**config.mk**
```make
export PLATFORM = sky130hd
export DESIGN_NAME = score_uart_tx
export DESIGN_NICKNAME = d
export VERILOG_FILES = /design/src/rtl/p3p_pkg.sv /design/src/rtl/score_fifo.sv /design/src/rtl/score_uart_tx.sv
export SDC_FILE = /design/constraint.sdc
export NUM_CORES = 1
export LEC_CHECK = 0
export CORE_MARGIN = 2
export CORE_UTILIZATION = 45
export CTS_CLUSTER_SIZE = 16
export DETAILED_ROUTE_END_ITERATION = 8
export GPL_ROUTABILITY_DRIVEN = 0
export PLACE_DENSITY_LB_ADDON = 0.08
export SYNTH_ARGS = -nofsm -noshare
export SYNTH_HDL_FRONTEND = slang
export SYNTH_SLANG_ARGS = --single-unit
```
**constraint.sdc**
```tcl
create_clock -name clk -period 3.95 [get_ports clk]
set_clock_uncertainty 0.15 [all_clocks]
set_input_delay 0.395 -clock clk [delete_from_list [all_inputs] [get_ports clk]]
set_output_delay 0.395 -clock clk [all_outputs]
set_load 0.05 [all_outputs]
```
**src/rtl/p3p_pkg.sv**
```systemverilog
// p3p_pkg: shared types and constants for the score transmit path.
//
// Contents:
//   num              - signed 16-bit score value.
//   tx_state_t       - UART serialiser states (IDLE, START, DATA, STOP).
//   SCORE_SYNC_BYTE  - record prefix byte. It is used only when SCORE_TX_SYNC_EN
//                      is defined.
//   IDX_W / SCORE_W / REC_W - widths of the fields in a result record.
package p3p_pkg;

    typedef logic signed [15:0] num;

    typedef enum logic [1:0] {
        IDLE  = 2'd0,
        START = 2'd1,
        DATA  = 2'd2,
        STOP  = 2'd3
    } tx_state_t;

    localparam logic [7:0] SCORE_SYNC_BYTE = 8'hA5;

    localparam int IDX_W   = 8;
    localparam int SCORE_W = 16;
    localparam int REC_W   = IDX_W + SCORE_W;  // {senone_idx, senone_score}

endpackage

```
**src/rtl/score_fifo.sv**
```systemverilog
// score_fifo: single-clock synchronous FIFO that holds result records.
//
// A record can be written in the same cycle that one is read while the FIFO is
// full. The pop frees a slot, so the push is accepted.
// The read data is combinational from the head entry. The serialiser loads the
// record into its shift register on the same edge that it pops the record.
//
// Ports:
//   clk      in   system clock
//   reset    in   asynchronous, active-low reset
//   push     in   write wr_data (accepted when not full, or when popping)
//   wr_data  in   record to write
//   pop      in   discard the head entry (ignored when empty)
//   rd_data  out  head entry
//   full     out  DEPTH entries held
//   empty    out  no entries held
//   level    out  number of entries held
module score_fifo
    import p3p_pkg::*;
#(
    parameter int DEPTH = 16,
    parameter int WIDTH = REC_W
) (
    input  logic                     clk,
    input  logic                     reset,
    input  logic                     push,
    input  logic [WIDTH-1:0]         wr_data,
    input  logic                     pop,
    output logic [WIDTH-1:0]         rd_data,
    output logic                     full,
    output logic                     empty,
    output logic [$clog2(DEPTH):0]   level
);

    localparam int AW = $clog2(DEPTH);

    logic [WIDTH-1:0] mem_q [DEPTH];
    logic [AW-1:0]    wr_ptr_q, wr_ptr_d;
    logic [AW-1:0]    rd_ptr_q, rd_ptr_d;
    logic [AW:0]      count_q, count_d;
    logic             push_ok;
    logic             pop_ok;

    assign full    = (count_q == (AW+1)'(DEPTH));
    assign empty   = (count_q == '0);
    assign push_ok = push & (~full | pop);
    assign pop_ok  = pop & ~empty;
    assign rd_data = mem_q[rd_ptr_q];
    assign level   = count_q;

    always_comb begin
        wr_ptr_d = wr_ptr_q;
        rd_ptr_d = rd_ptr_q;
        count_d  = count_q;
        // DEPTH is a power of two, so the pointers wrap without extra logic.
        if (push_ok) wr_ptr_d = wr_ptr_q + 1'b1;
        if (pop_ok)  rd_ptr_d = rd_ptr_q + 1'b1;
        case ({push_ok, pop_ok})
            2'b10:   count_d = count_q + 1'b1;
            2'b01:   count_d = count_q - 1'b1;
            default: count_d = count_q;
        endcase
    end

    always_ff @(posedge clk or negedge reset) begin
        if (!reset) begin
            wr_ptr_q <= '0;
            rd_ptr_q <= '0;
            count_q  <= '0;
        end else begin
            wr_ptr_q <= wr_ptr_d;
            rd_ptr_q <= rd_ptr_d;
            count_q  <= count_d;
        end
    end

    // The storage is not reset. Entries are only read after they have been written.
    always_ff @(posedge clk) begin
        if (push_ok) mem_q[wr_ptr_q] <= wr_data;
    end

endmodule

```
**src/rtl/score_uart_tx.sv**
```systemverilog
// score_uart_tx: queues senone results and sends each one as a byte record over
// an 8N1 UART line.
//
// Record byte order: senone_idx, senone_score[15:8], senone_score[7:0].
// When SCORE_TX_SYNC_EN is defined, the sync byte 0xA5 is sent before each
// record, which gives a 4-byte record.
// Each frame is one start bit (0), eight data bits sent LSB first, and one stop
// bit (1). Each bit lasts CLK_FREQ/BAUD clock cycles.
// Bytes and records are sent back to back with no idle time between them.
//
// Ports:
//   clk           in   system clock
//   reset         in   asynchronous, active-low reset
//   score_ready   in   strobe: senone_idx/senone_score are valid in this cycle
//   senone_idx    in   senone index
//   senone_score  in   signed score
//   tx            out  UART serial output, idle high
//   busy          out  FIFO non-empty or a frame in flight
//   overflow      out  sticky: a result was dropped because the FIFO was full
//   fifo_level    out  records queued, not counting the record in flight
module score_uart_tx
    import p3p_pkg::*;
#(
    parameter int CLK_FREQ   = 50_000_000,
    parameter int BAUD       = 115_200,
    parameter int FIFO_DEPTH = 16
) (
    input  logic                          clk,
    input  logic                          reset,
    input  logic                          score_ready,
    input  logic [7:0]                    senone_idx,
    input  logic [15:0]                   senone_score,
    output logic                          tx,
    output logic                          busy,
    output logic                          overflow,
    output logic [$clog2(FIFO_DEPTH):0]   fifo_level
);

    localparam int BIT_PERIOD = CLK_FREQ / BAUD;
    localparam int BAUD_W     = $clog2(BIT_PERIOD + 1);

`ifdef SCORE_TX_SYNC_EN
    localparam int         SHIFT_W   = REC_W + 8;
    localparam logic [1:0] LAST_BYTE = 2'd3;
`else
    localparam int         SHIFT_W   = REC_W;
    localparam logic [1:0] LAST_BYTE = 2'd2;
`endif

    tx_state_t         state_q, state_d;
    logic [BAUD_W-1:0] baud_cnt_q, baud_cnt_d;
    logic [2:0]        bit_cnt_q, bit_cnt_d;
    logic [1:0]        byte_sel_q, byte_sel_d;
    logic [SHIFT_W-1:0] shift_q, shift_d;
    logic              tx_q, tx_d;
    logic              busy_q, busy_d;
    logic              overflow_q, overflow_d;

    num                score_in;
    logic [REC_W-1:0]  fifo_rd;
    logic [SHIFT_W-1:0] load_val;
    logic              fifo_full;
    logic              fifo_empty;
    logic              pop;
    logic              bit_end;
    logic [7:0]        cur_byte_d;

    assign score_in = senone_score;

    score_fifo #(
        .DEPTH (FIFO_DEPTH),
        .WIDTH (REC_W)
    ) u_fifo (
        .clk     (clk),
        .reset   (reset),
        .push    (score_ready),
        .wr_data ({senone_idx, score_in}),
        .pop     (pop),
        .rd_data (fifo_rd),
        .full    (fifo_full),
        .empty   (fifo_empty),
        .level   (fifo_level)
    );

`ifdef SCORE_TX_SYNC_EN
    assign load_val = {SCORE_SYNC_BYTE, fifo_rd};
`else
    assign load_val = fifo_rd;
`endif

    assign bit_end = (baud_cnt_q == BAUD_W'(BIT_PERIOD - 1));

    always_comb begin
        state_d    = state_q;
        bit_cnt_d  = bit_cnt_q;
        byte_sel_d = byte_sel_q;
        shift_d    = shift_q;
        pop        = 1'b0;
        // The baud counter restarts at the start of every bit. It is held at
        // zero while idle, so the first bit after idle is also full length.
        baud_cnt_d = (state_q == IDLE || bit_end) ? '0 : baud_cnt_q + 1'b1;

        case (state_q)
            IDLE: begin
                if (!fifo_empty) begin
                    pop        = 1'b1;
                    shift_d    = load_val;
                    byte_sel_d = 2'd0;
                    state_d    = START;
                end
            end
            START: begin
                if (bit_end) begin
                    state_d   = DATA;
                    bit_cnt_d = 3'd0;
                end
            end
            DATA: begin
                if (bit_end) begin
                    bit_cnt_d = bit_cnt_q + 1'b1;
                    if (bit_cnt_q == 3'd7) state_d = STOP;
                end
            end
            STOP: begin
                if (bit_end) begin
                    if (byte_sel_q != LAST_BYTE) begin
                        byte_sel_d = byte_sel_q + 1'b1;
                        shift_d    = shift_q << 8;
                        state_d    = START;
                    end else if (!fifo_empty) begin
                        // Start the next record straight after this stop bit.
                        pop        = 1'b1;
                        shift_d    = load_val;
                        byte_sel_d = 2'd0;
                        state_d    = START;
                    end else begin
                        state_d = IDLE;
                    end
                end
            end
            default: state_d = IDLE;
        endcase

        // The line level is taken from the next state. This keeps tx
        // registered and aligned to the state change.
        cur_byte_d = shift_d[SHIFT_W-1 -: 8];
        case (state_d)
            START:   tx_d = 1'b0;
            DATA:    tx_d = cur_byte_d[bit_cnt_d];
            default: tx_d = 1'b1;
        endcase

        // The FIFO is not popped while the next state is IDLE. So the only
        // change to its level is a push in this cycle.
        busy_d     = (state_d != IDLE) | ~fifo_empty | score_ready;
        overflow_d = overflow_q | (score_ready & fifo_full & ~pop);
    end

    always_ff @(posedge clk or negedge reset) begin
        if (!reset) begin
            state_q    <= IDLE;
            baud_cnt_q <= '0;
            bit_cnt_q  <= '0;
            byte_sel_q <= '0;
            shift_q    <= '0;
            tx_q       <= 1'b1;
            busy_q     <= 1'b0;
            overflow_q <= 1'b0;
        end else begin
            state_q    <= state_d;
            baud_cnt_q <= baud_cnt_d;
            bit_cnt_q  <= bit_cnt_d;
            byte_sel_q <= byte_sel_d;
            shift_q    <= shift_d;
            tx_q       <= tx_d;
            busy_q     <= busy_d;
            overflow_q <= overflow_d;
        end
    end

    assign tx       = tx_q;
    assign busy     = busy_q;
    assign overflow = overflow_q;

endmodule

```
# Word level (Yosys, flattened, before mapping)
# Memories as Yosys holds them, arrays and structs flattened.
# Cells that the tools add are included.
# W data, S select, Z words.
dict set report op_classes {
  n_addsub 7
  order_cmp 1
  n_eq_ne 12
  n_mux 30
  n_bitwise 11
  n_reduce_logical 7
}
# cell count
set op_table {}
lappend op_table {{$mux W24} 3}
lappend op_table {{$pmux W24 S2} 1}
lappend op_table {{$mux W2} 8}
lappend op_table {{$pmux W5 S2} 1}
lappend op_table {{$add A9 B1 Y9 const B} 1}
lappend op_table {{$eq A9 B9 Y1 const B} 1}
lappend op_table {{$mux W9} 1}
lappend op_table {{$add A4 B1 Y4 const B} 2}
lappend op_table {{$eq A2 B2 Y1 const B} 4}
lappend op_table {{$mux W1} 8}
lappend op_table {{$pmux W2 S4} 1}
lappend op_table {{$eq A2 B1 Y1 const B} 3}
lappend op_table {{$mux W3} 2}
lappend op_table {{$pmux W3 S2} 1}
lappend op_table {{$reduce_bool A2 Y1} 3}
lappend op_table {{$add A5 B1 Y5 const B} 1}
lappend op_table {{$eq A5 B5 Y1 const B} 1}
lappend op_table {{$logic_not A5 Y1} 1}
lappend op_table {{$sub A5 B1 Y5 const B} 1}
lappend op_table {{$and A1 B1 Y1} 4}
lappend op_table {{$lt A3 B4 Y1 const B} 1}
lappend op_table {{$ne A2 B2 Y1 const B} 2}
lappend op_table {{$or A1 B1 Y1} 4}
lappend op_table {{$pmux W1 S2} 2}
lappend op_table {{9 further kinds} 11}
dict set report word_totals {
  register_bits 56
  ramBits 384
  in_bits 27
  out_inout_bits 8
  word_cells 81
  memories 1
}
# memory depth width read_ports rd_ports_with_merged_regs wr line
set memory_table {}
lappend memory_table {u_fifo.mem_q 16 24 1 0 1 score_fifo.sv:37} ;# logic [WIDTH-1:0] mem_q [DEPTH];

# Depth between registers and ports, before layout
dict set report depth {
  depth_word 9
  depth_mapped 18
  mapped_depth_nobuf 16
}

# Modules after synthesis
# A second synthesis with hierarchy kept.
dict set report hier_totals {
  hier_cells 1006
  area_unflattened_um2 17999.8
}
# mod instances cells_per_inst area_each_um2 seq_area_each_um2
set by_module_without_submodules {}
lappend by_module_without_submodules {score_fifo 1 784 15715.1 11856.4}
lappend by_module_without_submodules {score_uart_tx 1 222 2284.7 1077.3}

# Worst setup path before layout
# OpenSTA, ideal clock, no wires.
dict set report synth_timing {
  path_type {reg2reg}
  from {register state_q[0]}
  to {memory u_fifo.mem_q[3][0] (netlist name) (enable)}
  setup_ns 0.435
  t_arrival_ns 3.530
  required_time_ns 3.365
  path_slack_ns -0.166
  path_stages_with_launch 10
  n_path_buf 3
  synth_period_minus_slack_ns 4.116
  cell_sequence {dfrtp_1 -> inv_1 -> ha_1 -> clkbuf_2 -> clkbuf_1 -> o211ai_1 -> and2_1 -> clkbuf_1 -> nand2_1 -> nor3_1}
}
dict set report synth_via {
  elab_chain_len 6
  elab_cells_between_ends 7
  cone_classes {1 x eq/ne; 3 x mux; 2 x bitwise; 1 x reduce/logical}
}
# item line
set synth_rtl {}
lappend synth_rtl {{start, declared} score_uart_tx.sv:50} ;# tx_state_t state_q, state_d;
lappend synth_rtl {{start signal, assigned} score_uart_tx.sv:170} ;# state_q <= state_d;
lappend synth_rtl {{$eq A2 B2 Y1 / $logic_not A2 Y1 (equally long branches)} score_uart_tx.sv:103} ;# case (state_q)
lappend synth_rtl {{$pmux W1 S2 *} score_uart_tx.sv:103}
lappend synth_rtl {{$or A1 B1 Y1 *} score_fifo.sv:46} ;# assign push_ok = push & (~full | pop);
lappend synth_rtl {{$and A1 B1 Y1 *} score_fifo.sv:46}
lappend synth_rtl {{$mux W1 *} score_fifo.sv:79} ;# if (push_ok) mem_q[wr_ptr_q] <= wr_data;
lappend synth_rtl {{$mux W1 (implied by the code) *} score_fifo.sv:79}
lappend synth_rtl {{end, declared} score_fifo.sv:37}
# Every way passes the cells marked *; elsewhere a longest branch is shown, timed or not.

# Worst setup path in the final report
dict set report layout_timing {
  from {register baud_cnt_q[2]}
  to {register u_fifo.count_q[4] (netlist: u_fifo.level[4])}
}
dict set report layout_via {
  elab_cells_between_ends 10
  cone_classes {3 x eq/ne; 3 x mux; 3 x bitwise; 1 x reduce/logical}
}
# item line
set layout_rtl {}
lappend layout_rtl {{start, declared} score_uart_tx.sv:51} ;# logic [BAUD_W-1:0] baud_cnt_q, baud_cnt_d;
lappend layout_rtl {{start signal, assigned} score_uart_tx.sv:171} ;# baud_cnt_q <= baud_cnt_d;
lappend layout_rtl {{$eq A9 B9 Y1 *} score_uart_tx.sv:91} ;# assign bit_end = (baud_cnt_q == BAUD_W'(BIT_PERIOD - 1));
lappend layout_rtl {{$mux W1 *} score_uart_tx.sv:125} ;# if (bit_end) begin
lappend layout_rtl {{$pmux W1 S2 *} score_uart_tx.sv:103}
lappend layout_rtl {{$and A1 B1 Y1 *} score_fifo.sv:47} ;# assign pop_ok = pop & ~empty;
lappend layout_rtl {{net u_fifo.pop_ok} score_fifo.sv:42} ;# logic pop_ok;
lappend layout_rtl {{$eq A2 B1 Y1 / $eq A2 B2 Y1 (equally long branches)} score_fifo.sv:58} ;# case ({push_ok, pop_ok})
lappend layout_rtl {{$pmux W5 S2 / $reduce_bool A2 Y1 (equally long branches)} --}
lappend layout_rtl {{end signal, assigned} score_fifo.sv:73} ;# count_q <= count_d;
lappend layout_rtl {{end, declared} score_fifo.sv:40} ;# logic [AW:0] count_q, count_d;
# Mark *: on every way through the listed nets, which the timed path passes. The rest lies on a longest branch.
# A chain may end at the register's enable or synchronous reset.

==> results.md <==
- Post-route DRC: 0
- Cell Count, Final, Fillers Out: 1532
- Number of inserted filler cells in the final layout: 2987
- DR pass1 iterations: 5
- XOR/XNOR Fraction of Synth Area: 0.994%
- Highest fanout seen on the critical path: 9
- CTS max path bufs: 3
- Total clock buffers created by CTS: 47
- Vias after detailed routing: 8841
- Max VDD drop: 0.000339 V
- Highest clock rate: 283 MHz
- Share of cell area taken by muxes after synthesis: 15.0%
- Worst Tran Pin Value: ~1.2 ns
- Die height: 202 um
- Mapped Area: 17600 sq um
- Setup repair after global routing missed its margin: false
- Start of the worst register-to-register path: baud_cnt_q[2]
- Vias in the first global route: approximately 9400
- Largest delay contributor family on the critical path: simple AND/OR/NAND/NOR gates
- Initial DRC Count: 693
- Maximum single-stage delay on the critical path: 0.45 ns
- Global route total overflow: 0
- Antenna Cells: 0
- Row cnt: 72
- Post-synth EDFFs: 384
- Period utilization: 89.6%
- Crit-path cells: nor4b_4 > a41oi_2 > buf_4 > or3_1 > inv_2 > ha_1 > xor2_1 > ha_1 > o21ai_0 > a21oi_1 > a21oi_1 > xor2_1 > nor2_1 > xnor2_1
- Post-synthesis adder-cell area fraction: 1.35%
- Time the worst path needs with I/O delays and setup: approximately 3.5 ns
- Core region area: 38600 sq um
- Placed inst area: 18800 sq um
- Number of H-tree levels: 2
- Critical path class: reg2reg
- Number of pins exceeding their max-slew limit in the final report: 0
- Count of buffering cells on the critical path with inverters included: 2
- Total track usage: 20.0%
- Worst R2R Setup Slack: 0.41 ns
- Sink Count: 440
- Simple-gate share of the synthesized area: 3.40%
- Starting utilization of the core area: 45.6%
- Largest net degree at the start of global routing: 58
- Mapped Cells: 901
- Result of the run: complete, no violations
- Avg WL per Cell: 25.8 um
- Max-cap viol count: 0
- Worst-case reg-to-reg path depth: 14
- Full die area: between 40000 and 50000 sq um
- Utilization after layout: roughly 52%
- Static leakage: 6.79 nW
- Layout cell share with drive strength beyond 1: a little under a quarter
- P&R area growth vs syn: 14.8%
- Hold Slack: 0.275 ns
- Critical path capture point type: register
- Post-CTS Repair Setup Buffers: 0
- Most instantiated flip-flop cell in the synthesis netlist: sky130_fd_sc_hd__edfxtp_1
- Number of antenna violations at the first check in global routing: 0
- Critical path launch point type: register
- Largest family of logic cells by synthesized area: multiplexers
- Clock transition at path regs: 0.06 ns
- Slew headroom: 20.8%
- TritonCTS clock tree: yes
- Total setup violations reported at the end of the flow: 0
- Fraction of registers with async set or reset after synthesis: approximately an eighth
- Clock latency at the later pin of the worst-skew pair: 0.55 ns
- Nets: 1023
- Compound-gate portion of the synthesized area: 3.76%
- Number of storage elements in the synthesis netlist: 440
- Number of gates resized after cts: 0
- Commonest cells after routing, fill and taps aside: 384 x sky130_fd_sc_hd__edfxtp_1, 103 x sky130_fd_sc_hd__mux4_2, 53 x sky130_fd_sc_hd__nand2_1
- Total negative slack: 0 ns
- Number of placed I/O pins: 35
- Routed via count divided by cell count: 5.77
- Sequential element share of the synthesized area: 73.4%
- Most common cell after layout, fill and taps aside: sky130_fd_sc_hd__edfxtp_1
- Min-Delay Path Class: in2async
- Worst EP arrival: 3.82 ns
- Power per cell area: 541 nW/um^2
- Required time at the endpoint of the critical path: 4.24 ns
- Mean cell area of the mapped netlist: between 15 and 20 sq um
- Final hold violation count: 0
- Post-DP HPWL: 22.9 mm
- Post-route design area: 20200 sq um
- Final routed wirelength across all metal layers: 39.6 mm
- Port-buffer cells: 34
- First-pass GRT wire length: just under 60 mm
- Yosys warning count: 0
- Clock tree root buffer cell: sky130_fd_sc_hd__clkbuf_16
- Die X-Extent: 202 um
- Antenna-violating nets left: 0
- Distinct cell type count of the synthesized netlist: 59
- Placed cell count: 1445
- Net count of the mapped netlist: 947
- FF-to-FF End: u_fifo.level[4]
- Standard cell with the maximum stage delay on the critical path: sky130_fd_sc_hd__dfrtp_1
==> logic make-up after synthesis <==
kind of cell,Yosys count
AO/OA/AOI/OAI,97
XOR/XNOR,20
adder cells (fa/ha/maj),19
buffers and inverters,77
flip-flops,440
multiplexers,119
AND/OR/NAND/NOR,129
==> final cells by class <==
cell class / count / area, sq um / area share (%)
clock buffer: 52 / 1190 / 5.91
clock inverter: 34 / 258 / 1.27
inverter: 34 / 128 / 0.631
multi-input combinational: 384 / 4420 / 21.9
sequential: 440 / 12900 / 64.0
tap: 518 / 648 / 3.20
timing repair buffer: 70 / 633 / 3.13
==> through the flow <==
stage	worst slack [ns]	power (mW)
2_1_floorplan	0.474	6.33
3_3_place_gp	0.515	6.86
3_5_place_dp	0.419	6.92
4_1_cts	0.388	11.1
5_1_grt	0.114	11.4
6_report	0.411	10.9
==> power by group <==
| group | switching, mW | internal (mW) |
|---|---|---|
| sequential | 0.171 | 5.52 |
| combinational | 0.759 | 0.361 |
| clock | 1.71 | 2.43 |
| total | 2.64 | 8.30 |
==> routing by layer <==
metal / GRT usage [%] / part of all wire (%)
met2: 33.4 / 50
met4: 7.06 / 3.2
met3: 3.32 / 4.6
met5: 0 / 0
met1: 26.7 / 42
==> worst max path at each step <==
stage / startpoint / to / slack, ns / cells past startpoint
CTS: baud_cnt_q[2] / u_fifo.level[4] / 0.39 / 14
finish: baud_cnt_q[2] / u_fifo.level[4] / 0.41 / 14
floorplan: state_q[0] / u_fifo.mem_q[7][0] / 0.47 / 9
detailed placement: baud_cnt_q[2] / u_fifo.level[4] / 0.42 / 14
global route: baud_cnt_q[2] / u_fifo.level[4] / 0.11 / 14
global placement: baud_cnt_q[2] / u_fifo.level[4] / 0.52 / 14
==> sequential cells by signal, indices dropped and copies added (netlist names) <==
signal,flops
busy,1
bit_cnt_q,3
shift_q,24
overflow,1
u_fifo.rd_ptr_q,4
tx,1
u_fifo.level,5
state_q,2
baud_cnt_q,9
byte_sel_q,2
u_fifo.wr_ptr_q,4
u_fifo.mem_q,384
==> synthesized netlist by cell type, types with 5 or more instances <==
cell type / number / area share, %
sky130_fd_sc_hd__buf_2: 5 / 0.14
sky130_fd_sc_hd__buf_4: 7 / 0.30
sky130_fd_sc_hd__buf_1: 8 / 0.17
sky130_fd_sc_hd__edfxtp_1: 384 / 65
sky130_fd_sc_hd__mux4_2: 103 / 13
sky130_fd_sc_hd__xor2_1: 7 / 0.35
sky130_fd_sc_hd__nand2_1: 53 / 1.1
sky130_fd_sc_hd__clkbuf_1: 17 / 0.36
sky130_fd_sc_hd__nand3_1: 9 / 0.26
sky130_fd_sc_hd__nor2_1: 37 / 0.79
sky130_fd_sc_hd__mux4_1: 10 / 1.5
sky130_fd_sc_hd__o31ai_1: 9 / 0.38
sky130_fd_sc_hd__nor3_1: 5 / 0.14
sky130_fd_sc_hd__xnor2_1: 13 / 0.65
sky130_fd_sc_hd__dfrtp_1: 55 / 7.8
sky130_fd_sc_hd__a21oi_1: 28 / 0.80
sky130_fd_sc_hd__inv_1: 32 / 0.68
sky130_fd_sc_hd__ha_1: 19 / 1.3
sky130_fd_sc_hd__o21ai_0: 13 / 0.37
sky130_fd_sc_hd__o22ai_1: 8 / 0.28
sky130_fd_sc_hd__a22oi_1: 14 / 0.60
==> repair_timing <==
action	4_1_cts	5_1_grt
endpoints found under the hold margin	26	0
hold buffers	1	0
endpoints found under the setup margin	0	0
Power figures use the tool's default switching activity.
==> RTL edit 1, RTL diff (same settings) <==
Make the reset (`reset`) synchronous in 2 clocked blocks. Comments in the files are not updated.
--- a/src/rtl/score_fifo.sv
+++ b/src/rtl/score_fifo.sv
@@ -62,7 +62,7 @@
         endcase
     end
 
-    always_ff @(posedge clk or negedge reset) begin
+    always_ff @(posedge clk) begin
         if (!reset) begin
             wr_ptr_q <= '0;
             rd_ptr_q <= '0;
--- a/src/rtl/score_uart_tx.sv
+++ b/src/rtl/score_uart_tx.sv
@@ -156,7 +156,7 @@
         overflow_d = overflow_q | (score_ready & fifo_full & ~pop);
     end
 
-    always_ff @(posedge clk or negedge reset) begin
+    always_ff @(posedge clk) begin
         if (!reset) begin
             state_q    <= IDLE;
             baud_cnt_q <= '0;
Function: differs if reset is asserted again (counterexample within 4 cycles, from zero or initial values and one cycle with reset low); with reset held inactive, the same outputs for 4 cycles.
==> RTL edit 1 against the original RTL <==
Sequential cell count is 4 higher. Synthesized area increased by 0.70%. Final area grew 1.5%. Cell count up 4.3%. Wire length up 0.83%. Setup slack improved by 39 ps. Highest routed layer unchanged.
Power is not compared: it rests on default switching activity, and its combinational part moved more than twofold at a synthesized area within 25%.
==> RTL edit 1: results <==
group,metric,value,unit
run_status,status,"completed",
synth,synth_cell_types,64,
cells_and_area,fillCellCount,3106,
synth,synth.area.top_cells,"edfxtp_1 65%, mux4_2 13%, dfxtp_1 6.8%",
worst_setup_path,r2r-end,"u_fifo.level[4]",
worst_setup_path,worstPathMaxFanout,12,
cells_and_area,drive_above_1_share,0.232,
routing,wire_per_inst,25.0,um
worst_setup_path,r2r_start,"baud_cnt_q[3]",
sta,tightest_slew,965,ps
cts,clock_latency,590,ps
place,dp_worst_setup_slack,473,ps
cells_and_area,num-nets-final,1092,
routing,drt_first_iter_violations,660,
cts,cts_buffers,46,
sta,holdWs,317,ps
place,dp.final_hpwl,23600,um
synth,synth_common_cells,"384 x edfxtp_1, 106 x mux4_2, 65 x nor2_1",
global_routing,grt_pass1_wl,59500,um
cts,post_cts_buffers,0,
worst_setup_path,max_stage_delay,470,ps
global_routing,grt_max_degree,38,
worst_setup_path,cp_slowest_cell,"or3_1",
synth,yosysSeqAreaShare,0.717,
cts,cts-resized-gates,0,
routing,viasPerCell,5.65,
global_routing,grtUsageTotal,0.200,
global_routing,first_global_vias,9268,
worst_setup_path,arrival,3850,ps
worst_setup_path,rr_worst_depth,13,
place,dpl-instance-area,0.0191,mm^2
global_routing,antenna_found_initial,1,
synth,synth_nets,1013,
worst_setup_path,r2r_slack,450,ps
-- RTL edit 1: cells by family (layout without fill, tap and decap cells) --
logic type      after synthesis  count (layout)  synth area share
compound gates              117             117            0.0470
fa+ha+maj                    19              19            0.0134
xor+xnor                     17              17           0.00839
buf+inv                      67             179            0.0184
mux                         136             136             0.151
simple gates                167             167            0.0439
other cells                   0               1                 0
flops                       444             444             0.717
-- RTL edit 1: how the worst max path moves through the flow --
stage / cells past startpoint / end / from / slack (ps)
6_report: 13 / u_fifo.level[4] / baud_cnt_q[3] / 450
5_1_grt: 13 / u_fifo.level[4] / baud_cnt_q[3] / 100
4_1_cts: 13 / u_fifo.level[4] / baud_cnt_q[3] / 460
3_5_place_dp: 13 / u_fifo.level[4] / baud_cnt_q[3] / 470
3_3_place_gp: 13 / u_fifo.level[4] / baud_cnt_q[3] / 590
2_1_floorplan: 9 / u_fifo.mem_q[1][0] / baud_cnt_q[0] / -50
-- RTL edit 1: area by class of cell --
class,instances,area share
diodes,1,0.000122
flip-flops and latches,444,0.621
clock inverters,19,0.00902
multi-input cells,456,0.234
inverters,17,0.00335
well taps,518,0.0316
clock buffers,62,0.0610
repair buffers,81,0.0399
-- RTL edit 1: per-stage QoR --
step                      setup TNS (ps)  instances  total power [mW]
after floorplan                    -2410        967              7.70
after detailed placement               0       1516              8.61
after CTS                              0       1597              12.7
after global routing                   0       1597              13.2
after global placement                 0       1516              8.59
final                                  0       1598              12.6
-- RTL edit 1: where the power goes --
group	total, mW	internal, mW	switching, mW
clock network	4.11	2.36	1.76
logic	2.87	1.32	1.55
registers	5.60	5.34	0.260
-- RTL edit 1: critical path, delay by kind of cell (launching register included) --
kind                     cells  cell delay [ps]
AND/OR/NAND/NOR              3             1240
AO/OA/AOI/OAI                5              700
adder cells (fa/ha/maj)      2              530
flip-flops                   1              350
XOR/XNOR                     2              350
buffers and inverters        1              120
-- RTL edit 1: metal layers --
metal / wire length [um] / track usage / vias to the layer above
met5: 0 / 0 / -
met3: 1730 / 0.0337 / 59
met1: 17700 / 0.277 / 4724
li1: - / - / 4072
met4: 852 / 0.0592 / 0
met2: 19700 / 0.327 / 168
==> RTL edit 2, RTL diff (same settings) <==
Without the edit above. Add a define of `SCORE_TX_SYNC_EN`.
--- a/src/rtl/score_uart_tx.sv
+++ b/src/rtl/score_uart_tx.sv
@@ -18,6 +18,8 @@
 //   busy          out  FIFO non-empty or a frame in flight
 //   overflow      out  sticky: a result was dropped because the FIFO was full
 //   fifo_level    out  records queued, not counting the record in flight
+`define SCORE_TX_SYNC_EN
+
 module score_uart_tx
     import p3p_pkg::*;
 #(
Function: same outputs for any inputs over 4 cycles, from zero or initial values and one cycle with reset low; that may be too few to reach the edited logic, so the function may still have changed.
==> RTL edit 2 against the original RTL <==
Sequential share of layout area decreased by 0.79 points. Total power increased by 2.0%. Wire length increased by 2.2%. Synthesized cell count increased by 9.0%. Sequential cell count increased by 8. Core utilization increased by 0.12 points. Largest cell class unchanged. Setup slack improved by 90 ps. Synthesized area increased by 2.4%. Final area increased by 2.8%. Via count increased by 4.4%. Non-clock buffer count increased by 9.
==> RTL edit 2: results <==
group,metric,value,unit
run_status,status,"completed",
global_routing,grt_max_degree,41,
place,dpl-instance-area,0.0193,mm^2
routing,drt_first_iter_violations,744,
routing,routed_wl,40500,um
sta,setup_tns,0,ps
worst_setup_path,max_stage_delay,410,ps
global_routing,first_global_vias,9220,
routing,via_count,9228,
routing,met1Wirelength,18300,um
routing,wl_met3,1990,um
worst_setup_path,r2r_start,"baud_cnt_q[1]",
worst_setup_path,worstPathMaxFanout,7,
worst_setup_path,r2r_slack,500,ps
place,dp_worst_setup_slack,511,ps
worst_setup_path,arrival,3750,ps
routing,top_layer_used,"met5",
cells_and_area,num-nets-final,1102,
global_routing,met3_usage,0.0383,
global_routing,met2_usage,0.313,
global_routing,grt_pass1_wl,60500,um
place,dp.final_hpwl,23700,um
routing,wl_met2,19100,um
pwr,p_leak,6.92,nW
cells_and_area,reg.largest.list,"u_fifo.mem_q: 384 flops, shift_q: 32 flops, baud_cnt_q: 9 flops",
synth,synth_nets,1029,
worst_setup_path,rr_worst_depth,16,
sta,fmax,290,MHz
synth,yosysSeqAreaShare,0.728,
global_routing,use_met1,0.284,
synth,synthArstFlopShare,0.143,
pwr,vdd_drop_max,0.000363,V
cts,clock_latency,570,ps
cells_and_area,drive_above_1_share,0.222,
sta,tightest_slew,699,ps
sta,holdWs,226,ps
synth,synth_cell_types,61,
global_routing,antenna_found_initial,1,
RTL edit 2: cell families after synthesis:
kind of cell | Yosys count | synth area share
simple gates | 137 | 0.0399
xor+xnor | 21 | 0.0102
flops | 448 | 0.728
mux | 107 | 0.132
buf+inv | 87 | 0.0201
fa+ha+maj | 20 | 0.0139
compound gates | 162 | 0.0564
RTL edit 2: worst max-delay path by stage:
stage                       start                 end  cells after the start
floorplan           baud_cnt_q[1]  u_fifo.mem_q[3][0]                     10
global placement    baud_cnt_q[1]     u_fifo.level[4]                     16
detailed placement  baud_cnt_q[1]     u_fifo.level[4]                     16
CTS                 baud_cnt_q[1]     u_fifo.level[4]                     16
global route        baud_cnt_q[1]     u_fifo.level[4]                     16
finish              baud_cnt_q[1]     u_fifo.level[4]                     16
RTL edit 2: worst max-delay path, delay by kind of cell, from the launching register on:
kind	cells	cell delay [ps]
AO/OA/AOI/OAI	5	990
adder cells (fa/ha/maj)	3	650
AND/OR/NAND/NOR	3	530
XOR/XNOR	3	450
flip-flops	1	410
buffers and inverters	2	160
RTL edit 2: area by class of cell:
cell class | count | area (um^2) | area share
clock buffers | 63 | 1280 | 0.0614
clock inverters | 20 | 166 | 0.00800
well taps | 525 | 657 | 0.0316
repair buffers | 79 | 813 | 0.0391
multi-input cells | 447 | 4620 | 0.222
inverters | 32 | 123 | 0.00590
flip-flops and latches | 448 | 13100 | 0.632
RTL edit 2: per-stage QoR:
| step | util | cells |
|---|---|---|
| finish | 0.525 | 1614 |
| global route | 0.525 | 1614 |
| CTS | 0.525 | 1614 |
| detailed placement | 0.488 | 1530 |
| global placement | 0.488 | 1530 |
| floorplan | - | 982 |
RTL edit 2: report_power, final:
group          internal [mW]  switching [mW]  leakage [nW]
sequential              5.60           0.190          4.23
clock                   2.45            1.74         0.700
combinational          0.411           0.776          1.99
